`src/rtl/fetch_stage_pkg.sv`:
```
// Shared constants and types for the instruction-fetch stage and its IF/ID register.
package fetch_stage_pkg;

   localparam logic [31:0] INSTR_NOP        = 32'h0000_0013;
   localparam logic [31:0] RESET_PC_DEFAULT = 32'h0000_0000;

   localparam logic [1:0] ST_FETCH = 2'd0;
   localparam logic [1:0] ST_DROP  = 2'd1;
   localparam logic [1:0] ST_HOLD  = 2'd2;

   typedef struct packed {
      logic [31:0] ir;
      logic [31:0] pc;
   } fetch_word_t;

   function automatic logic [31:0] word_align(input logic [31:0] addr);
      return addr & 32'hFFFF_FFFC;
   endfunction

endpackage

```
`src/rtl/fetch_stage_if_id_register.sv`:
```
// IF/ID pipeline register: flush beats stall beats load; otherwise a bubble is inserted.
module if_id_register
   import fetch_stage_pkg::*;
(
   input  logic        clk,
   input  logic        rst,
   input  logic        flush_i,
   input  logic        stall_i,
   input  logic        load_i,
   input  fetch_word_t word_i,
   output logic [31:0] ir_o,
   output logic [31:0] pc_o,
   output logic [31:0] pc4_o,
   output logic        valid_o
);

   logic [31:0] ir_q, ir_d, pc_q, pc_d, pc4_q, pc4_d;
   logic        valid_q, valid_d;

   // Next IF/ID contents; a flush keeps the old PC fields on purpose.
   always_comb begin
      ir_d    = ir_q;
      pc_d    = pc_q;
      pc4_d   = pc4_q;
      valid_d = valid_q;
      if (flush_i) begin
         ir_d    = INSTR_NOP;
         valid_d = 1'b0;
      end else if (stall_i) begin
         ir_d    = ir_q;
         valid_d = valid_q;
      end else if (load_i) begin
         ir_d    = word_i.ir;
         pc_d    = word_i.pc;
         pc4_d   = word_i.pc + 32'd4;
         valid_d = 1'b1;
      end else begin
         ir_d    = INSTR_NOP;
         valid_d = 1'b0;
      end
   end

   // IF/ID state registers.
   always_ff @(posedge clk or negedge rst) begin
      if (!rst) begin
         ir_q    <= INSTR_NOP;
         pc_q    <= 32'd0;
         pc4_q   <= 32'd0;
         valid_q <= 1'b0;
      end else begin
         ir_q    <= ir_d;
         pc_q    <= pc_d;
         pc4_q   <= pc4_d;
         valid_q <= valid_d;
      end
   end

   assign ir_o    = ir_q;
   assign pc_o    = pc_q;
   assign pc4_o   = pc4_q;
   assign valid_o = valid_q;

endmodule

```
`src/rtl/fetch_stage.sv`:
```
// Instruction-fetch stage: PC, req/ack memory handshake, stall buffering and redirect flush.
module fetch_stage
   import fetch_stage_pkg::*;
#(
   parameter logic [31:0] RESET_PC = RESET_PC_DEFAULT
) (
   input  logic        clk,
   input  logic        rst,
   output logic        imem_req,
   output logic [31:0] imem_addr,
   input  logic        imem_ack,
   input  logic [31:0] imem_rdata,
   input  logic        redirect,
   input  logic [31:0] redirect_pc,
   input  logic        stall,
   output logic [31:0] IR,
   output logic [31:0] id_pc,
   output logic [31:0] id_pc4,
   output logic        id_valid
);

   logic [1:0]  state_q, state_d;
   logic [31:0] pc_q, pc_d, drop_addr_q, drop_addr_d;
   fetch_word_t buf_q, buf_d;
   fetch_word_t load_word_s;
   logic        load_s;
   logic [31:0] target_s;

   assign target_s = word_align(redirect_pc);

   // FSM, PC and holding-buffer next state.
   always_comb begin
      state_d     = state_q;
      pc_d        = pc_q;
      drop_addr_d = drop_addr_q;
      buf_d       = buf_q;
      case (state_q)
         ST_FETCH: begin
            if (redirect) begin
               pc_d = target_s;
               if (imem_ack) begin
                  state_d = ST_FETCH;
               end else begin
                  drop_addr_d = pc_q;
                  state_d     = ST_DROP;
               end
            end else if (imem_ack) begin
               pc_d = pc_q + 32'd4;
               if (stall) begin
                  buf_d   = {imem_rdata, pc_q};
                  state_d = ST_HOLD;
               end else begin
                  state_d = ST_FETCH;
               end
            end else begin
               state_d = ST_FETCH;
            end
         end
         ST_DROP: begin
            // The stale request must complete before the target is fetched.
            if (redirect) begin
               pc_d = target_s;
            end else begin
               pc_d = pc_q;
            end
            if (imem_ack) begin
               state_d = ST_FETCH;
            end else begin
               state_d = ST_DROP;
            end
         end
         ST_HOLD: begin
            if (redirect) begin
               pc_d    = target_s;
               state_d = ST_FETCH;
            end else if (!stall) begin
               state_d = ST_FETCH;
            end else begin
               state_d = ST_HOLD;
            end
         end
         default: begin
            state_d = ST_FETCH;
         end
      endcase
   end

   // FSM, PC and buffer registers.
   always_ff @(posedge clk or negedge rst) begin
      if (!rst) begin
         state_q     <= ST_FETCH;
         pc_q        <= RESET_PC;
         drop_addr_q <= 32'd0;
         buf_q       <= '0;
      end else begin
         state_q     <= state_d;
         pc_q        <= pc_d;
         drop_addr_q <= drop_addr_d;
         buf_q       <= buf_d;
      end
   end

   assign imem_req    = (state_q != ST_HOLD);
   assign imem_addr   = (state_q == ST_DROP) ? drop_addr_q : pc_q;
   assign load_s      = ((state_q == ST_FETCH) && imem_ack) || (state_q == ST_HOLD);
   assign load_word_s = (state_q == ST_HOLD) ? buf_q : {imem_rdata, pc_q};

   if_id_register u_if_id (
      .clk     (clk),
      .rst     (rst),
      .flush_i (redirect),
      .stall_i (stall),
      .load_i  (load_s),
      .word_i  (load_word_s),
      .ir_o    (IR),
      .pc_o    (id_pc),
      .pc4_o   (id_pc4),
      .valid_o (id_valid)
   );

endmodule

```
`config.mk`:
```
export PLATFORM = sky130hd
export DESIGN_NAME = fetch_stage
export DESIGN_NICKNAME = d
export VERILOG_FILES = /design/src/rtl/fetch_stage_pkg.sv /design/src/rtl/fetch_stage_if_id_register.sv /design/src/rtl/fetch_stage.sv
export SDC_FILE = /design/constraint.sdc
export NUM_CORES = 1
export LEC_CHECK = 0
export CAP_MARGIN = 20
export CORE_UTILIZATION = 45
export CTS_CLUSTER_SIZE = 20
export DETAILED_ROUTE_END_ITERATION = 8
export PLACE_DENSITY = 0.76
export RECOVER_POWER = 25
export SYNTH_ARGS = -nofsm -noshare
export SYNTH_HDL_FRONTEND = slang
export SYNTH_SLANG_ARGS = --single-unit
```
`constraint.sdc`:
```
create_clock -name clk -period 7.8 [get_ports clk]
set_input_delay 1.56 -clock clk [delete_from_list [all_inputs] [get_ports clk]]
set_output_delay 1.56 -clock clk [all_outputs]
set_load 0.005 [all_outputs]
```
==> run_results.csv, run 1 <==
group,metric,value,unit
status,status,"finished with violations",
status,violations,"capacitance limit, slew limit",
die,dieWidth,157.6,um
critical_path,r2r_end,"u_if_id.pc4_o[29]$_DFFE_PN0P_",
power_and_ir_drop,power_leakage,5.521,nW
power_and_ir_drop,power.total,0.004234,W
layout,fin_nets,1246,
logic_synthesis,synth_cells,1030,
logic_synthesis,ys_warn_count,0,
grt,grt_use_total,22.20,%
logic_synthesis,syn_area,0.01090,mm2
power_and_ir_drop,p_switching,0.001309,W
grt,grt_pass1_wl,43820,um
critical_path,r2r_start,"state_q[0]$_DFF_PN0_",
die,ios,199,
timing,rsz0062_at_grt,"false",
critical_path,crit_buf_inv,2,
detailed_routing,drc,0,
critical_path,cp-end-kind,"async pin",
cts,root_buffer,"clkbuf_16",
detailed_routing,drtAntennaViolNets,0,
layout,synthToLayoutAreaGrowth,26.14,%
placed_design,gp_congestion,0.8312,
timing,fin_worst_skew,0.01324,ns
min_path,holdCritStartpoint,"u_if_id.pc_o[10]$_DFFE_PN0P_",
critical_path,critPathTopFamily,"buffers and inverters",
critical_path,critPathRequiredTime,7.64,ns
timing,worstMarginPinSlew,3.407,ns
detailed_routing,wire_per_inst,17.95,um
cts,clk_path_buf_depth,3,
grt,grt_start_max_net_pins,113,
layout,multi_input_area,0.005055,mm2
power_and_ir_drop,p_int,0.002925,W
critical_path,worstSetupStartpointType,"input pin",
detailed_routing,firstDrtPassIters,6,
die,die_y,157.6,um
grt,grt_pass1_vias,8118,
logic_synthesis,seq_area_frac_synth,49.85,%
logic_synthesis,synth-async-reset-ratio,100.0,%
die,die-area,0.02485,mm2
run,drv_cap,1,
power_and_ir_drop,power_frac_seq,42.5,%
critical_path,slowest_stage,"clkbuf_1",
placed_design,placed_cells,1462,
detailed_routing,drtIter0Drc,633,
cts,cts_tree,"done",
layout,layout_commonest_cell,"dfrtp_1",
critical_path,arrival,4.66,ns
detailed_routing,vias,8389,
cts,cts_buffers,25,
cts,cts.repair.resized,0,
cts,htreeDepth,1,
layout,stdcell_count,1509,
cts,path_clk_slew,0.06,ns
critical_path,cp_max_fo,89,
die,initial_core_util,46.16,%
min_path,worstHoldPathCells,2,
logic_synthesis,yosysUniqueCellTypes,69,
die,core-area,0.02361,mm2
timing,period_share,61.77,%
timing,finalSetupTns,0,ns
critical_path,slowest_delay,2.45,ns
cts,cts_sinks,217,
die,row_count,56,
timing,finalHoldViolCount,0,
layout,drive_above_1_share,16.82,%
critical_path,critPathKind,"in -> async",
min_path,min_path_type,"reg -> reg",
layout,postLayoutCellArea,0.01375,mm2
critical_path,r2r_slack,4.33,ns
grt,overflow,0,
power_and_ir_drop,peakVddDrop,0.1728,mV
critical_path,worst_r2r_path_depth,9,
timing,slew_headroom,-127.1,%
layout,mostFrequentLayoutCells,"214 x dfrtp_1, 187 x clkdlybuf4s50_1, 146 x nand2_1",
power_and_ir_drop,p_clk_share,27.6,%
power_and_ir_drop,combPwrFrac,29.9,%
layout,regArea,0.005434,mm2
placed_design,dpl_cell_area,0.01290,mm2
cts,postCtsSetupRepairBufs,0,
grt,antenna_found_initial,1,
placed_design,portBuffers,190,
timing,maxSlewViolCount,63,
logic_synthesis,yosys_register_bits,217,
critical_path,cp-startpoint,"rst",
logic_synthesis,synth-main-ff-cell,"dfrtp_1",
logic_synthesis,syn_avg_cell_area,10.58,um2
detailed_routing,vias_per_cell,5.559,
layout,fillers,1991,
min_path,hold_end,"u_if_id.pc_o[10]$_DFFE_PN0P_",
power_and_ir_drop,p_sw_share,30.92,%
cts,clock_latency,0.52,ns
timing,period_needed,4.818,ns
critical_path,cp_cell_sequence,"clkbuf_8, clkbuf_1",
timing,fmax,0.2075,GHz
placed_design,dp_hpwl,18620,um
cts,cts-hold-fix-buffers,0,
detailed_routing,drt-total-wl,27080,um
logic_synthesis,synth_edf_count,0,
power_and_ir_drop,powerDensity,307.9,mW/mm2
timing,setup_viol,0,
power by group through the flow:
stage	Combinational, W	Clock (W)	Sequential, W
2_1_floorplan	0.000735	0	0.00169
3_3_place_gp	0.00124	0	0.00179
3_5_place_dp	0.00127	0	0.00182
4_1_cts	0.00128	0.00120	0.00180
5_1_grt	0.00139	0.00125	0.00186
6_report	0.00127	0.00117	0.00180
layer usage:
| layer | track usage [%] | up-vias | share of wire (%) |
|---|---|---|---|
| met4 | 4.901 | 0 | 1.6 |
| met2 | 35.16 | 268 | 46 |
| met3 | 3.969 | 32 | 6.2 |
| li1 | - | 4006 | - |
| met1 | 31.65 | 4083 | 46 |
| met5 | 0 | - | 0 |
state kept, by name (all words and copies together), names as in the netlist:
| signal | cells |
|---|---|
| u_if_id.valid_o | 1 |
| drop_addr_q | 30 |
| buf_q | 62 |
| state_q | 2 |
| u_if_id.pc4_o | 30 |
| u_if_id.pc_o | 30 |
| u_if_id.ir_o | 32 |
| pc_q | 30 |
stage by stage:
step | utilization (%) | hold slack, ns | setup slack (ns)
after detailed placement | 54.63 | 0.4651 | 3.451
after global placement | 54.63 | 0.4577 | 3.492
after floorplan | - | 0.4502 | 4.742
after CTS | 58.15 | 0.4803 | 3.582
after global routing | 58.22 | 0.4990 | 2.111
final | 58.23 | 0.4725 | 2.982
worst register-to-register path, cell delays in order, from the launching register on:
cell and delay [ns]:
dfrtp_1 0.39, inv_1 0.13, ha_4 0.73, buf_4 0.64
nand4_4 0.21, a222oi_1 0.39, buf_4 0.25, nand4_4 0.16
o31a_1 0.29, o31ai_1 0.19
synthesized netlist by cell type, drive strengths merged, types with 14 or more instances:
master  instances  area share (%)
nand4          29             2.0
dfrtp         214              49
mux2          124              13
o21ai          83             3.8
nand2         147             5.1
buf            36             2.1
a21oi          49             2.2
clkbuf         55             1.9
nand3          25             1.4
mux2i          54             5.0
nor2           30             1.0
o31ai          14            0.96
cell families after synthesis:
family	count (synthesis)	share of synthesized area, %
other cells	1	0.03440
xor+xnor	13	1.045
fa+ha+maj	6	0.6887
simple gates	296	13.72
compound gates	218	12.51
mux	178	17.77
flops	217	49.85
buf+inv	101	4.385
area by class of cell:
type                    count  share of cell area, %
diodes                      1                0.01820
clock buffers              35                  5.260
clock inverters            10                 0.7917
inverters                  10                 0.2730
multi-input cells         717                  36.76
flip-flops and latches    217                  39.52
well taps                 319                  2.903
repair buffers            200                  14.47
worst max-delay path by stage:
stage	cells after the start	endpoint	slack, ns
after floorplan	5	imem_addr[11]	4.74
after global placement	5	buf_q[43]$_DFFE_PN0P_	3.49
final	2	buf_q[27]$_DFFE_PN0P_	2.98
after detailed placement	5	buf_q[41]$_DFFE_PN0P_	3.45
after global routing	2	buf_q[23]$_DFFE_PN0P_	2.11
after CTS	4	imem_req	3.58
Power figures use the tool's default switching activity.
==> run 2: changes to the inputs <==
Clock period 7.8 ns to 4.9 ns, I/O delays scaled along.
==> run_results.csv, run 2 (synthesized netlist as in run 1, its figures left out) <==
group,metric,value,unit
grt,grt_start_max_net_pins,102,
detailed_routing,drt-total-wl,26820,um
timing,rsz0062_at_grt,"false",
cts,root_buffer,"clkbuf_16",
timing,setup_viol,0,
timing,maxSlewViolCount,101,
grt,grt_use_met1,31.99,%
critical_path,worst_r2r_path_depth,8,
die,dieWidth,157.6,um
critical_path,critPathRequiredTime,3.92,ns
layout,layout_commonest_cell,"dfrtp_1",
critical_path,slowest_delay,0.67,ns
die,row_count,56,
critical_path,cp_cell_sequence,"inv_1, ha_4, inv_1, clkdlybuf4s50_1",
power_and_ir_drop,power_frac_seq,42.6,%
grt,grt.met3_usage,4.161,%
timing,period_share,71.68,%
layout,synthToLayoutAreaGrowth,26.03,%
critical_path,cp_common_cell,"inv_1",
cts,clk_path_buf_depth,3,
power_and_ir_drop,p_sw_share,30.92,%
power_and_ir_drop,peakVddDrop,0.2745,mV
min_path,hold_end,"u_if_id.valid_o$_DFFE_PN0P_",
detailed_routing,vias,8418,
power_and_ir_drop,power.total,0.006739,W
detailed_routing,vias_per_cell,5.582,
timing,period_needed,3.512,ns
layout,stdcell_count,1508,
power_and_ir_drop,power_leakage,5.524,nW
cts,cts_tree,"done",
power_and_ir_drop,p_int,0.004656,W
run,drv_cap,1,
critical_path,r2r_slack,1.48,ns
status,status,"finished with violations",
critical_path,worstSetupStartpointType,"flip-flop",
detailed_routing,drtAntennaViolNets,0,
critical_path,cp-end-kind,"primary output",
cts,cts-hold-fix-buffers,0,
grt,grt_pass1_wl,43820,um
critical_path,r2r_start,"state_q[0]$_DFF_PN0_",
critical_path,arrival,2.53,ns
detailed_routing,drtIter0Drc,544,
placed_design,portBuffers,190,
power_and_ir_drop,combPwrFrac,29.8,%
timing,fin_worst_skew,0.007243,ns
grt,overflow,0,
grt,antenna_found_initial,0,
die,core-area,0.02361,mm2
min_path,holdCritStartpoint,"u_if_id.valid_o$_DFFE_PN0P_",
layout,mostFrequentLayoutCells,"214 x dfrtp_1, 189 x clkdlybuf4s50_1, 146 x nand2_1",
critical_path,cp_max_fo,58,
min_path,min_path_type,"reg -> reg",
placed_design,dp_hpwl,18730,um
layout,largest_register_ff_count,62,
layout,fillers,2053,
critical_path,critPathKind,"reg -> out",
grt,grt_use_total,22.18,%
critical_path,slowest_stage,"ha_4",
layout,diodes,0,
cts,cts.repair.resized,0,
grt,met2_usage,34.53,%
min_path,worstHoldPathCells,2,
placed_design,placed_cells,1465,
timing,slew_headroom,-76.16,%
detailed_routing,drc,0,
status,violations,"capacitance limit, slew limit",
die,die_y,157.6,um
detailed_routing,wire_per_inst,17.78,um
layout,regMostFlops,"buf_q",
timing,worstMarginPinSlew,2.642,ns
detailed_routing,firstDrtPassIters,6,
layout,fin_nets,1247,
placed_design,gp_congestion,0.8258,
die,ios,199,
grt,top_usage_layer,"met2",
cts,cts_buffers,24,
cts,cts_sinks,217,
timing,finalSetupTns,0,ns
cts,path_clk_slew,0.06,ns
power_and_ir_drop,p_switching,0.002084,W
layout,drive_above_1_share,16.82,%
cts,clock_latency,0.52,ns
die,initial_core_util,46.16,%
die,die-area,0.02485,mm2
power_and_ir_drop,p_clk_share,27.6,%
timing,fmax,0.2847,GHz
power_and_ir_drop,powerDensity,490.6,mW/mm2
critical_path,r2r_end,"u_if_id.pc4_o[22]$_DFFE_PN0P_",
cts,htreeDepth,1,
grt,grt_pass1_vias,8226,
timing,finalHoldViolCount,0,
cts,postCtsSetupRepairBufs,0,
[run 2: cell types whose count changed in the layout (fill, tap and decap cells not counted), moves of 2 or more]
cell,before,now
clkbuf_8,7,3
buf_4,8,11
dlygate4sd3_1,2,0
clkdlybuf4s50_1,187,189
[run 2: worst max-delay path by stage]
| stage | from | to | slack (ns) | cells after the start |
|---|---|---|---|---|
| 2_1_floorplan | state_q[0]$_DFF_PN0_ | u_if_id.pc4_o[24]$_DFFE_PN0P_ | 2.04 | 13 |
| 3_3_place_gp | redirect | u_if_id.pc_o[8]$_DFFE_PN0P_ | 1.50 | 4 |
| 3_5_place_dp | redirect | u_if_id.pc_o[7]$_DFFE_PN0P_ | 1.46 | 4 |
| 4_1_cts | state_q[0]$_DFF_PN0_ | imem_req | 1.33 | 4 |
| 5_1_grt | state_q[0]$_DFF_PN0_ | u_if_id.pc4_o[22]$_DFFE_PN0P_ | 1.24 | 8 |
| 6_report | state_q[0]$_DFF_PN0_ | imem_req | 1.39 | 4 |
[run 2: power by group through the flow]
stage          Sequential, W  Combinational, W  Clock (W)
2_1_floorplan        0.00270           0.00117          0
3_3_place_gp         0.00285           0.00198          0
3_5_place_dp         0.00290           0.00202          0
4_1_cts              0.00287           0.00203    0.00190
5_1_grt              0.00296           0.00221    0.00198
6_report             0.00287           0.00201    0.00186
[run 2: cell type report]
type / instances / area [um2] / share of cell area (%)
Clock buffer: 33 / 685.7 / 4.991
Multi-Input combinational cell: 717 / 5055 / 36.79
Inverter: 10 / 37.54 / 0.2732
Clock inverter: 10 / 127.6 / 0.9290
Timing Repair Buffer: 202 / 1999 / 14.55
Tap cell: 319 / 399.1 / 2.905
Sequential cell: 217 / 5434 / 39.55
[run 2: layer usage]
metal  vias up  wire length (um)
li1       4005                 -
met1      4084             12680
met2       291             11840
met3        38              1932
met4         0               359
met5         -                 0
[run 2: worst max-delay path, delay by kind of cell, from the launching register on]
family / cells / cell delay, ns
buffers and inverters: 3 / 0.95
adders and majority gates: 1 / 0.67
DFF: 1 / 0.39
[run 2: per-stage QoR]
stage | hold slack [ns] | instance area, um2 | setup slack [ns] | util, %
detailed placement | 0.4631 | 12930 | 1.462 | 54.77
floorplan | 0.4502 | 10920 | 2.040 | -
global placement | 0.4595 | 12930 | 1.502 | 54.77
finish | 0.4709 | 13740 | 1.388 | 58.18
CTS | 0.4783 | 13750 | 1.330 | 58.22
global route | 0.4899 | 13740 | 1.235 | 58.18
==> run 3: changes to the inputs <==
Settings changed: PLACE_DENSITY 0.76 to 0.79.
Clock period 4.9 ns to 3.2 ns, I/O delays scaled along.
==> run_results.csv, run 3 (synthesized netlist as in run 1, its figures left out) <==
group,metric,value,unit
timing,setup_viol,0,
cts,cts-hold-fix-buffers,0,
grt,grt_start_max_net_pins,97,
layout,diodes,0,
detailed_routing,firstDrtPassIters,5,
die,die-area,0.02485,mm2
detailed_routing,drtIter0Drc,718,
timing,fin_worst_skew,0.008748,ns
run,drv_cap,1,
placed_design,dpl_cell_area,0.01303,mm2
grt,grt_use_total,22.01,%
power_and_ir_drop,p_clk_share,27.6,%
grt,overflow,0,
layout,synthToLayoutAreaGrowth,27.05,%
timing,fmax,0.3362,GHz
die,dieWidth,157.6,um
detailed_routing,drc,0,
layout,regMostFlops,"buf_q",
timing,period_needed,2.975,ns
critical_path,critPathKind,"reg -> out",
die,ios,199,
timing,slew_headroom,-2.471,%
layout,postLayoutCellArea,0.01385,mm2
die,row_count,56,
grt,grt_pass1_vias,8179,
min_path,min_path_type,"reg -> reg",
timing,period_share,92.96,%
cts,cts_tree,"done",
detailed_routing,wire_per_inst,18.00,um
placed_design,portBuffers,190,
power_and_ir_drop,p_int,0.007193,W
die,initial_core_util,46.16,%
cts,cts_sinks,217,
timing,rsz0062_at_grt,"false",
die,core-area,0.02361,mm2
detailed_routing,drtAntennaViolNets,0,
grt,antenna_found_initial,0,
detailed_routing,vias_per_cell,5.656,
power_and_ir_drop,combPwrFrac,29.9,%
timing,finalHoldViolCount,0,
critical_path,cp-startpoint,"state_q[0]$_DFF_PN0_",
timing,maxSlewViolCount,60,
detailed_routing,drt-total-wl,27250,um
critical_path,critPathRequiredTime,2.56,ns
cts,root_buffer,"clkbuf_16",
critical_path,worstSetupStartpointType,"flip-flop",
critical_path,cp_common_cell,"inv_1",
critical_path,cp_cell_sequence,"inv_1, ha_4, buf_6, inv_1, clkdlybuf4s50_1",
cts,cts_buffers,24,
placed_design,gp_congestion,0.8650,
critical_path,cp-end-kind,"primary output",
cts,htreeDepth,1,
power_and_ir_drop,p_sw_share,30.59,%
grt,grt_pass1_wl,43380,um
power_and_ir_drop,power.total,0.01036,W
min_path,holdCritStartpoint,"u_if_id.pc_o[10]$_DFFE_PN0P_",
layout,largest_register_ff_count,62,
cts,clock_latency,0.51,ns
layout,fillers,2017,
critical_path,slowest_delay,0.50,ns
critical_path,cp_max_fo,37,
cts,clk_path_buf_depth,3,
critical_path,r2r_start,"state_q[0]$_DFF_PN0_",
placed_design,dp_hpwl,18900,um
layout,layout_commonest_cell,"dfrtp_1",
power_and_ir_drop,p_switching,0.003171,W
layout,drive_above_1_share,17.24,%
timing,finalSetupTns,0,ns
power_and_ir_drop,power_leakage,5.579,nW
critical_path,arrival,2.33,ns
status,violations,"capacitance limit, slew limit",
die,die_y,157.6,um
layout,fin_nets,1252,
detailed_routing,vias,8563,
power_and_ir_drop,peakVddDrop,0.4040,mV
power_and_ir_drop,power_frac_seq,42.4,%
layout,mostFrequentLayoutCells,"214 x dfrtp_1, 189 x clkdlybuf4s50_1, 146 x nand2_1",
timing,worstMarginPinSlew,1.537,ns
critical_path,slowest_stage,"clkdlybuf4s50_1",
status,status,"finished with violations",
cts,path_clk_slew,0.06,ns
power_and_ir_drop,powerDensity,748.4,mW/mm2
## run 3: changes by cell type in the layout (fill, tap and decap cells not counted)
cell / before / now
buf_12: 1 / 5
clkbuf_8: 3 / 5
buf_4: 11 / 10
buf_6: 0 / 1
clkbuf_2: 1 / 2
clkinv_2: 6 / 5
## run 3: timing repair
action | 4_1_cts | 5_1_grt
setup buffers | 0 | 0
gates resized for setup | 0 | 1
setup endpoints to repair | 0 | 1
endpoints found under the hold margin | 0 | 0
## run 3: worst paths after layout
check / cells past startpoint / end / slack, ns
setup / recovery: 5 / imem_req / 0.23
max in group asynchronous: 2 / drop_addr_q[29]$_DFFE_PN0N_ / 0.60
setup reg to reg: 9 / u_if_id.pc4_o[28]$_DFFE_PN0P_ / 0.54
hold reg to reg: 2 / u_if_id.pc_o[10]$_DFFE_PN0P_ / 0.47
hold / removal: 2 / u_if_id.pc_o[10]$_DFFE_PN0P_ / 0.47
min in group asynchronous: 1 / buf_q[42]$_DFFE_PN0P_ / 0.50
## run 3: routing by layer
layer,track usage [%],vias to the layer above,wire [um]
li1,-,4026,-
met5,0,-,0
met1,30.94,4189,12570
met4,4.947,0,521
met3,3.641,47,1760
met2,35.60,301,12400
## run 3: area by class of cell
type / count / area (um2) / share of cell area, %
tap: 319 / 399.1 / 2.882
inverter: 10 / 37.54 / 0.2710
multi-input combinational: 717 / 5055 / 36.50
sequential: 217 / 5434 / 39.24
clock inverter: 9 / 122.6 / 0.8854
clock buffer: 35 / 713.2 / 5.150
timing repair buffer: 207 / 2088 / 15.08
## run 3: power groups by stage
stage               Combinational, W  Sequential, W  Clock, W
floorplan                    0.00179        0.00413         0
global placement             0.00305        0.00436         0
detailed placement           0.00311        0.00443         0
CTS                          0.00314        0.00439   0.00291
global route                 0.00340        0.00453   0.00302
finish                       0.00310        0.00440   0.00286
## run 3: through the flow
stage	setup WS, ns	hold slack [ns]	utilization [%]	cells
finish	0.2251	0.4721	58.65	1514
global route	0.1048	0.4938	58.65	1514
CTS	0.04882	0.1259	58.74	1514
detailed placement	0.4483	0.4634	55.20	1470
global placement	0.5043	0.4600	55.20	1470
floorplan	0.3398	0.3444	-	1035
## run 3: worst max-delay path, delay by kind of cell, from the launching register on
family,cells,cell delay (ns)
adder cells (fa/ha/maj),1,0.22
buffers and inverters,4,1.20
flip-flops,1,0.40
